<file path="src/rtl/reg_write_arbiter_if.sv">
// reg_write_arbiter_if: requester-side bus of the shared-register write arbiter.
interface reg_write_arbiter_if #(
    parameter int BITWIDTH = 16,
    parameter int NUM_REQ  = 4
);
    localparam int SW = $clog2(NUM_REQ);
    logic [NUM_REQ-1:0]          req;
    logic [NUM_REQ-1:0]          lock;
    logic [NUM_REQ*BITWIDTH-1:0] data;
    logic [NUM_REQ-1:0]          gnt;
    logic [BITWIDTH-1:0]         q;
    logic [SW-1:0]               q_src;
    logic                        q_valid;
    modport master (output req, lock, data, input gnt, q, q_src, q_valid);
    modport slave (input req, lock, data, output gnt, q, q_src, q_valid);
endinterface

</file>
<file path="src/rtl/reg_write_arbiter.sv">
// reg_write_arbiter: round-robin writes into one shared register, with
// bounded back-to-back locking by a single owner.
module reg_write_arbiter #(
    parameter int BITWIDTH = 16,
    parameter int NUM_REQ  = 4,
    parameter int LOCK_MAX = 8
) (
    input logic clk,
    input logic rst,
    reg_write_arbiter_if.slave bus
);
    localparam int SW = $clog2(NUM_REQ);

    typedef enum logic {OPEN, LOCKED} state_e;

    state_e              state_q, state_d;
    logic [SW-1:0]       ptr_q, ptr_d;
    logic [SW-1:0]       owner_q, owner_d;
    logic [SW-1:0]       src_q, src_d;
    logic [7:0]          cnt_q, cnt_d;
    logic [BITWIDTH-1:0] data_q, data_d;
    logic                valid_q, valid_d;
    logic [NUM_REQ-1:0]  gnt, others, cand;
    logic [SW-1:0]       start, idx, win;
    logic                owner_keep, found;

    // Owner keeps the register until its budget runs out, unless nobody else waits.
    always_comb begin
        others     = bus.req & ~(NUM_REQ'(1) << owner_q);
        owner_keep = state_q == LOCKED && bus.req[owner_q] &&
                     (cnt_q < 8'(LOCK_MAX) || others == '0);
        start      = state_q == LOCKED ? SW'((int'(owner_q) + 1) % NUM_REQ) : ptr_q;
        cand       = state_q == LOCKED ? others : bus.req;
        found      = owner_keep;
        win        = owner_q;
        idx        = start;
        for (int k = 0; k < NUM_REQ; k++) begin
            idx = SW'((int'(start) + k) % NUM_REQ);
            if (!found && cand[idx]) begin
                found = 1'b1;
                win   = idx;
            end
        end
        gnt = (found && !rst) ? NUM_REQ'(1) << win : '0;
    end

    always_comb begin
        state_d = state_q;
        ptr_d   = ptr_q;
        owner_d = owner_q;
        cnt_d   = cnt_q;
        data_d  = data_q;
        src_d   = src_q;
        valid_d = |gnt;
        if (|gnt) begin
            data_d = bus.data[win*BITWIDTH +: BITWIDTH];
            src_d  = win;
            ptr_d  = SW'((int'(win) + 1) % NUM_REQ);
            if (bus.lock[win]) begin
                state_d = LOCKED;
                owner_d = win;
                cnt_d   = (state_q == LOCKED && owner_q == win) ?
                          (cnt_q < 8'(LOCK_MAX) ? cnt_q + 8'd1 : cnt_q) : 8'd1;
            end else begin
                state_d = OPEN;
                cnt_d   = '0;
            end
        end
    end

    always_ff @(posedge clk) begin
        if (rst) begin
            state_q <= OPEN;
            ptr_q   <= '0;
            owner_q <= '0;
            cnt_q   <= '0;
            data_q  <= '0;
            src_q   <= '0;
            valid_q <= 1'b0;
        end else begin
            state_q <= state_d;
            ptr_q   <= ptr_d;
            owner_q <= owner_d;
            cnt_q   <= cnt_d;
            data_q  <= data_d;
            src_q   <= src_d;
            valid_q <= valid_d;
        end
    end

    assign bus.gnt     = gnt;
    assign bus.q       = data_q;
    assign bus.q_src   = src_q;
    assign bus.q_valid = valid_q;
endmodule
</file>
<file path="src/flat_wrapper.sv">
// flat-port wrapper written by rule: the top's interface ports become plain ports
module reg_write_arbiter_flat 
#(
    parameter int BITWIDTH = 16,
    parameter int NUM_REQ  = 4,
    parameter int LOCK_MAX = 8
)
  (clk, rst, bus_req, bus_lock, bus_data, bus_gnt, bus_q, bus_q_src, bus_q_valid);
  reg_write_arbiter_if #(.BITWIDTH(BITWIDTH), .NUM_REQ(NUM_REQ)) bus_i ();
  input logic clk;
  input logic rst;
  input wire logic [$bits(bus_i.req)-1:0] bus_req;
  input wire logic [$bits(bus_i.lock)-1:0] bus_lock;
  input wire logic [$bits(bus_i.data)-1:0] bus_data;
  output wire logic [$bits(bus_i.gnt)-1:0] bus_gnt;
  output wire logic [$bits(bus_i.q)-1:0] bus_q;
  output wire logic [$bits(bus_i.q_src)-1:0] bus_q_src;
  output wire logic [$bits(bus_i.q_valid)-1:0] bus_q_valid;
  assign bus_i.req = bus_req;
  assign bus_i.lock = bus_lock;
  assign bus_i.data = bus_data;
  assign bus_gnt = bus_i.gnt;
  assign bus_q = bus_i.q;
  assign bus_q_src = bus_i.q_src;
  assign bus_q_valid = bus_i.q_valid;
  reg_write_arbiter #(.BITWIDTH(BITWIDTH), .NUM_REQ(NUM_REQ), .LOCK_MAX(LOCK_MAX)) u_core (.clk(clk), .rst(rst), .bus(bus_i));
endmodule
</file>
<file path="config.mk">
export PLATFORM = sky130hd
export DESIGN_NAME = reg_write_arbiter_flat
export DESIGN_NICKNAME = d
export VERILOG_FILES = /design/src/rtl/reg_write_arbiter_if.sv /design/src/rtl/reg_write_arbiter.sv /design/src/flat_wrapper.sv
export SDC_FILE = /design/constraint.sdc
export NUM_CORES = 1
export LEC_CHECK = 0
export CAP_MARGIN = 20
export CORE_MARGIN = 2
export CORE_UTILIZATION = 40
export DETAILED_ROUTE_END_ITERATION = 12
export MAX_ROUTING_LAYER = met4
export PLACE_DENSITY = 0.78
export SLEW_MARGIN = 10
export SYNTH_ARGS = -nofsm -noshare
export SYNTH_HDL_FRONTEND = slang
export SYNTH_SLANG_ARGS = --single-unit
</file>
<file path="constraint.sdc">
create_clock -name clk -period 4.11 [get_ports clk]
set_clock_uncertainty 0.2 [all_clocks]
set_input_delay 0.822 -clock clk [delete_from_list [all_inputs] [get_ports clk]]
set_output_delay 0.822 -clock clk [all_outputs]
set_load 0.005 [all_outputs]
</file>
==> reports/qor.json, run 1 <==
{
  "floorplan.core_area_um2": 5890,
  "power_per_cell_area_nw_per_um2": 850,
  "grt_start_max_net_pins": 34,
  "worst_vdd_rail_ir_drop_mv": 0.422,
  "tightest_hold_check_type": "flop to flop",
  "grt_pass1_wl_mm": 12.1,
  "numPlacedInstances": 531,
  "clk_latency_ns": 0.29,
  "yosysSeqAreaShare": 0.266,
  "number_of_synthesized_flops_with_an_enable_pin": 0,
  "area.growth.synth_to_final_pct": 59.2,
  "most_common_cell_in_the_synthesized_netlist": "sky130_fd_sc_hd__nand2_1",
  "average_size_of_a_mapped_cell_um2": 7.07,
  "rsz0062_at_grt": "false",
  "synth_largest_type_area_fraction": 0.266,
  "drv.max_cap_violation_count": 0,
  "setup_ws_ns": 0.0904,
  "post-route-period-util": 0.978,
  "postRouteWirelength_mm": 7.66,
  "critical_path_peak_fanout": 5,
  "postRouteAntennaNets": 0,
  "cts.reportedPaths.clkPinSlew_ns": 0.07,
  "seqCellArea_um2": 641,
  "overflow": 0,
  "postLayoutCoreUtil": 0.652,
  "post_synth_main_area_contributors": "sky130_fd_sc_hd__dfxtp_1, sky130_fd_sc_hd__nand2_1, sky130_fd_sc_hd__a21oi_1",
  "worst_pin_slew_ns": 0.373,
  "cp_slowest_stage_delay_ns": 0.48,
  "maxSlewHeadroom": 0.750,
  "final_nets": 549,
  "startpoint_type": "primary input",
  "yosysWarnings": 0,
  "cts_max_path_buffers": 2,
  "async_flop_share": 0,
  "synth-seq-cells": 32,
  "finalWorstPathRequiredPeriod_ns": 4.02,
  "die_h_um": 81.6,
  "finalPower_w": 0.00326,
  "syn_inst": 341,
  "diodes": 0,
  "run_status": "finished clean",
  "antenna_violations_before_repair": 0,
  "slew_viol_final": 0,
  "grt_overall_usage": 0.239,
  "place.detailed.hpwl_mm": 5.80,
  "multi_input_comb_area_um2": 1680,
  "tritoncts": "built",
  "postSynthNetCount": 424,
  "worst_path_required_time_ns": 3.09,
  "design.die.area_um2": 6660,
  "io_buffers": 96,
  "finalHoldViolCount": 0,
  "horiz_die_dim_um": 81.6,
  "criticalPathCategory": "primary input to primary output",
  "yosys-top-cells-count": "sky130_fd_sc_hd__nand2_1, sky130_fd_sc_hd__a21oi_1, sky130_fd_sc_hd__dfxtp_1, sky130_fd_sc_hd__o21ai_1",
  "setup_viol": 0,
  "cts-hold-fix-buffers": 0,
  "critPathSlowestCell": "sky130_fd_sc_hd__mux4_2",
  "yosys.area.top_type": "sky130_fd_sc_hd__dfxtp_1",
  "cp.arrival_ns": 3.00,
  "path_cells": "dlygate4sd2_1 > mux4_2 > o211a_4 > a311o_1 > a32o_2 > and2_4 > ha_2 > and2_4 > dlygate4sd2_1",
  "fmax_mhz": 249,
  "element_type_at_the_critical_path_end": "primary output",
  "initial_core_util": 0.410,
  "row_count": 28,
  "drt-wirelength-per-cell_um": 14.1,
  "synth_cell_type_count": 56,
  "route.vias.total": 2842,
  "area_of_the_mapped_netlist_um2": 2410,
  "num_io_pins": 97,
  "cts_max_level": 2,
  "final_cells": 542,
  "initialDrtViolationCount": 158,
  "grt_pass1_vias": 2681,
  "detail_route.first_pass.iterations": 4,
  "vias_per_cell": 5.24,
  "post_route_cells_drive_above_1_share": 0.186,
  "total_leakage_power_nw": 1.54,
  "cts_num_sinks": 32,
  "detail_route.drc_violations": 0,
  "gp_congestion": 0.995,
  "post-place-ws_ns": -0.432,
  "dominantRegCellSynth": "sky130_fd_sc_hd__dfxtp_1",
  "final.fill_count": 543,
  "numCtsBuffers": 5,
  "clockRootBuffer": "sky130_fd_sc_hd__clkbuf_8"
}
[area by class of cell]
cell class / instances / area share
multi-input combinational: 279 / 0.438
timing repair buffer: 138 / 0.330
sequential: 32 / 0.167
tap: 75 / 0.0244
clock buffer: 5 / 0.0179
clock inverter: 3 / 0.0111
inverter: 10 / 0.0111
[through the flow]
stage	TNS, ns	hold slack (ns)	instance area, um^2
floorplan	0	0.248	2440
global placement	-5.09	0.241	3670
detailed placement	-8.23	0.246	3670
CTS	0	0.255	3830
global route	0	0.274	3840
finish	0	0.255	3840
[timing repair]
action / in CTS / in global routing
resized for setup: 18 / 2
setup endpoints to repair: 5 / 4
pin swaps: 1 / 0
buffers inserted: 3 / 0
[sequential cells by signal, summed over array words and instances (netlist names)]
name and flops:
u_core.ptr_q 2, u_core.bus.q 16, u_core.bus.q_valid 1, u_core.state_q 1, u_core.bus.q_src 2, u_core.owner_q 2, u_core.cnt_q 8
[routing by layer]
layer,vias to the layer above,GRT usage,wire (um),share of wire
li1,1439,-,-,-
met1,1302,0.276,3230,0.42
met2,91,0.420,3880,0.51
met3,10,0.0549,466,0.061
met4,0,0.0617,81,0.011
met5,-,-,0,0
[power breakdown]
| part | internal [W] | switching, W | total (W) |
|---|---|---|---|
| registers | 0.000425 | 0.0000688 | 0.000494 |
| clock network | 0.000179 | 0.000121 | 0.000300 |
| logic | 0.00113 | 0.00134 | 0.00247 |
[critical path: cells and delay by family]
family | cells | cell delay [ns]
muxes | 1 | 0.48
buffers and inverters | 2 | 0.52
AOI/OAI and AO/OA | 3 | 0.69
and+or+nand+nor | 2 | 0.30
adders and majority gates | 1 | 0.17
[layout by cell type, fill, tap and decap left out, types with 5 or more instances in the layout]
master,count
sky130_fd_sc_hd__buf_4,42
sky130_fd_sc_hd__o21ai_0,5
sky130_fd_sc_hd__clkdlybuf4s50_1,88
sky130_fd_sc_hd__inv_1,7
sky130_fd_sc_hd__o21ai_1,19
sky130_fd_sc_hd__clkbuf_8,5
sky130_fd_sc_hd__dlygate4sd2_1,7
sky130_fd_sc_hd__a21oi_1,56
sky130_fd_sc_hd__nand2_1,100
sky130_fd_sc_hd__nor2_1,10
sky130_fd_sc_hd__nand3_1,10
sky130_fd_sc_hd__ha_1,6
sky130_fd_sc_hd__dfxtp_1,32
[path summary, 6_finish.rpt]
kind	from	to	slack, ns	cells past startpoint
worst max-delay path	bus_req[2]	bus_gnt[0]	0.09	9
worst min-delay path	u_core.bus.q[8]	u_core.bus.q[8]	0.25	2
worst max register to register	u_core.owner_q[0]	u_core.cnt_q[0]	0.35	16
worst min register to register	u_core.bus.q[8]	u_core.bus.q[8]	0.25	2
[kinds of logic (layout without fill, tap and decap cells)]
family	count (synthesis)	after routing	share of synthesized area
fa+ha+maj	9	9	0.0467
buf+inv	30	156	0.0602
compound gates	118	118	0.311
simple gates	144	144	0.273
mux	8	8	0.0431
flops	32	32	0.266
Power figures use the tool's default switching activity.
==> run 2: changes to the inputs <==
--- a/config.mk
+++ b/config.mk
@@ -5,6 +5,7 @@
 export SDC_FILE = /design/constraint.sdc
 export NUM_CORES = 1
 export LEC_CHECK = 0
+export ABC_AREA = 0
 export CAP_MARGIN = 20
 export CORE_MARGIN = 2
 export CORE_UTILIZATION = 40
==> results of run 2 <==
Final layout, timing and power as in run 1 (identical DEF).
==> run 3: changes to the inputs <==
--- a/config.mk
+++ b/config.mk
@@ -8,10 +8,11 @@
 export ABC_AREA = 0
 export CAP_MARGIN = 20
 export CORE_MARGIN = 2
-export CORE_UTILIZATION = 40
+export CORE_UTILIZATION = 44
 export DETAILED_ROUTE_END_ITERATION = 12
 export MAX_ROUTING_LAYER = met4
-export PLACE_DENSITY = 0.78
+export PLACE_DENSITY = 0.81
+export REMOVE_ABC_BUFFERS = 1
 export SLEW_MARGIN = 10
 export SYNTH_ARGS = -nofsm -noshare
 export SYNTH_HDL_FRONTEND = slang
==> constraint.sdc (replaced) <==
create_clock -name clk -period 3.8 [get_ports clk]
set_clock_uncertainty 0.2 [all_clocks]
set_input_delay 0.76 -clock clk [delete_from_list [all_inputs] [get_ports clk]]
set_output_delay 0.76 -clock clk [all_outputs]
set_load 0.005 [all_outputs]
==> reports/qor.json, run 3 (synthesized netlist as in run 1, its figures left out) <==
{
  "r2r-end": "u_core.cnt_q[0]",
  "path_common_cell": "sky130_fd_sc_hd__buf_2",
  "clk_latency_ns": 0.28,
  "element_type_at_the_critical_path_end": "primary output",
  "cts-hold-fix-buffers": 0,
  "maxSlewHeadroom": 0.762,
  "path_delay_family": "compound AO/OA/AOI/OAI gates",
  "row_count": 26,
  "worstSetupPathDepth": 10,
  "route.vias.total": 2944,
  "fin_setup_tns_ns": 0,
  "floorplan.core_area_um2": 5200,
  "io_buffers": 96,
  "final_area_um2": 4030,
  "postRouteWirelength_mm": 8.16,
  "slew_viol_final": 0,
  "final_nets": 566,
  "area.growth.synth_to_final_pct": 67.2,
  "num_io_pins": 97,
  "startpoint_type": "primary input",
  "finalHoldViolCount": 0,
  "startpoint": "bus_req[3]",
  "reg2reg_setup_slack_ns": 0.14,
  "rsz0062_at_grt": "false",
  "worstRegToRegCells": 16,
  "postRouteAntennaNets": 0,
  "overflow": 0,
  "design.die.area_um2": 6090,
  "path_cells": "buf_2 > mux4_2 > o211a_4 > a311o_1 > a32o_2 > and2_4 > buf_4 > ha_4 > and2_1 > buf_2",
  "die_h_um": 78.0,
  "fmax_mhz": 268,
  "timing.rr.start": "u_core.owner_q[0]",
  "place.detailed.hpwl_mm": 6.08,
  "grt_start_max_net_pins": 31,
  "grt_pass1_vias": 2938,
  "postLayoutCoreUtil": 0.775,
  "worst_pin_slew_ns": 0.355,
  "finalPower_w": 0.00375,
  "cts.reportedPaths.clkPinSlew_ns": 0.06,
  "cp.arrival_ns": 2.78,
  "grt_overall_usage": 0.276,
  "worst_path_required_time_ns": 2.84,
  "run_status": "finished clean",
  "seqCellArea_um2": 644,
  "finalWorstPathRequiredPeriod_ns": 3.74,
  "initialDrtViolationCount": 151,
  "tritoncts": "built",
  "timing.critical_path.buf_inv": 3,
  "initial_core_util": 0.463,
  "numCtsBuffers": 5,
  "placedInstanceArea_um2": 3720,
  "fin_worst_hold_slack_ns": 0.252,
  "setup_viol": 0,
  "criticalPathCategory": "primary input to primary output",
  "cts_max_level": 2,
  "tightest_hold_check_type": "flop to flop",
  "cts_max_path_buffers": 2,
  "horiz_die_dim_um": 78.0,
  "cp-endpoint": "bus_gnt[1]",
  "post_route_cells_drive_above_1_share": 0.251,
  "post-route-period-util": 0.984,
  "power_per_cell_area_nw_per_um2": 931,
  "final_cell_mix": "sky130_fd_sc_hd__nand2_1, sky130_fd_sc_hd__clkdlybuf4s50_1, sky130_fd_sc_hd__a21oi_1",
  "critPathSlowestCell": "sky130_fd_sc_hd__mux4_2",
  "cts_num_sinks": 32,
  "cp_slowest_stage_delay_ns": 0.48,
  "drt-wirelength-per-cell_um": 14.8,
  "mostFrequentLayoutCell": "sky130_fd_sc_hd__nand2_1",
  "drv.max_cap_violation_count": 0,
  "detail_route.drc_violations": 0,
  "detail_route.first_pass.iterations": 4,
  "total_leakage_power_nw": 1.61,
  "clockRootBuffer": "sky130_fd_sc_hd__clkbuf_8",
  "diodes": 0,
  "critical_path_peak_fanout": 4,
  "largest_reg_flops": 16,
  "worst_vdd_rail_ir_drop_mv": 0.833,
  "grt_pass1_wl_mm": 13.2,
  "gp_congestion": 0.957,
  "final.fill_count": 401,
  "antenna_violations_before_repair": 0,
  "vias_per_cell": 5.32,
  "multi_input_comb_area_um2": 1790
}
run 3: cell types whose count changed in the layout (fill, tap and decap cells not counted), sizes merged:
cell and change:
dlygate4sd2 -7, clkbuf +2, clkdlybuf4s15 -1, bufinv -1
buf +23
run 3: worst min-delay path by stage:
stage / start / end / slack, ns / cells past startpoint
2_1_floorplan: u_core.ptr_q[1] / u_core.ptr_q[1] / 0.24 / 2
3_3_place_gp: u_core.bus.q[14] / u_core.bus.q[14] / 0.24 / 2
3_5_place_dp: u_core.bus.q[10] / u_core.bus.q[10] / 0.25 / 2
4_1_cts: u_core.bus.q[10] / u_core.bus.q[10] / 0.26 / 2
5_1_grt: u_core.bus.q[6] / u_core.bus.q[6] / 0.28 / 2
6_report: u_core.bus.q[10] / u_core.bus.q[10] / 0.25 / 2
run 3: power by group:
part / internal [W] / switching [W]
clock: 0.000124 / 0.000131
sequential: 0.000463 / 0.0000762
combinational: 0.00137 / 0.00158
run 3: tightest hold or removal path, cell delays in order (launching register included):
cell	delay, ns
sky130_fd_sc_hd__dfxtp_1	0.31
sky130_fd_sc_hd__nand2_1	0.05
sky130_fd_sc_hd__a21oi_1	0.05
run 3: cell type report:
cell class / count / area share
clock inverters: 2 / 0.00310
repair buffers: 155 / 0.344
multi-input cells: 279 / 0.443
clock buffers: 5 / 0.0171
inverters: 10 / 0.0112
well taps: 70 / 0.0217
flip-flops and latches: 32 / 0.160
run 3: stage by stage:
| stage | instances | setup WS, ns |
|---|---|---|
| 3_3_place_gp | 534 | -0.580 |
| 6_report | 553 | 0.0627 |
| 3_5_place_dp | 534 | -0.684 |
| 5_1_grt | 553 | 0.00113 |
| 4_1_cts | 549 | 0.0129 |
| 2_1_floorplan | 321 | -1.58 |
run 3: layer usage:
metal	wire length, um	vias up	GRT usage
li1	-	1475	-
met1	3480	1353	0.324
met2	4090	102	0.489
met3	483	14	0.0506
met4	114	0	0.0702
met5	0	-	-
run 3: timing repair:
item	4_1_cts	5_1_grt
gates resized for setup	47	24
setup endpoints to repair	35	12
pin swaps	6	10
buffers inserted	8	4
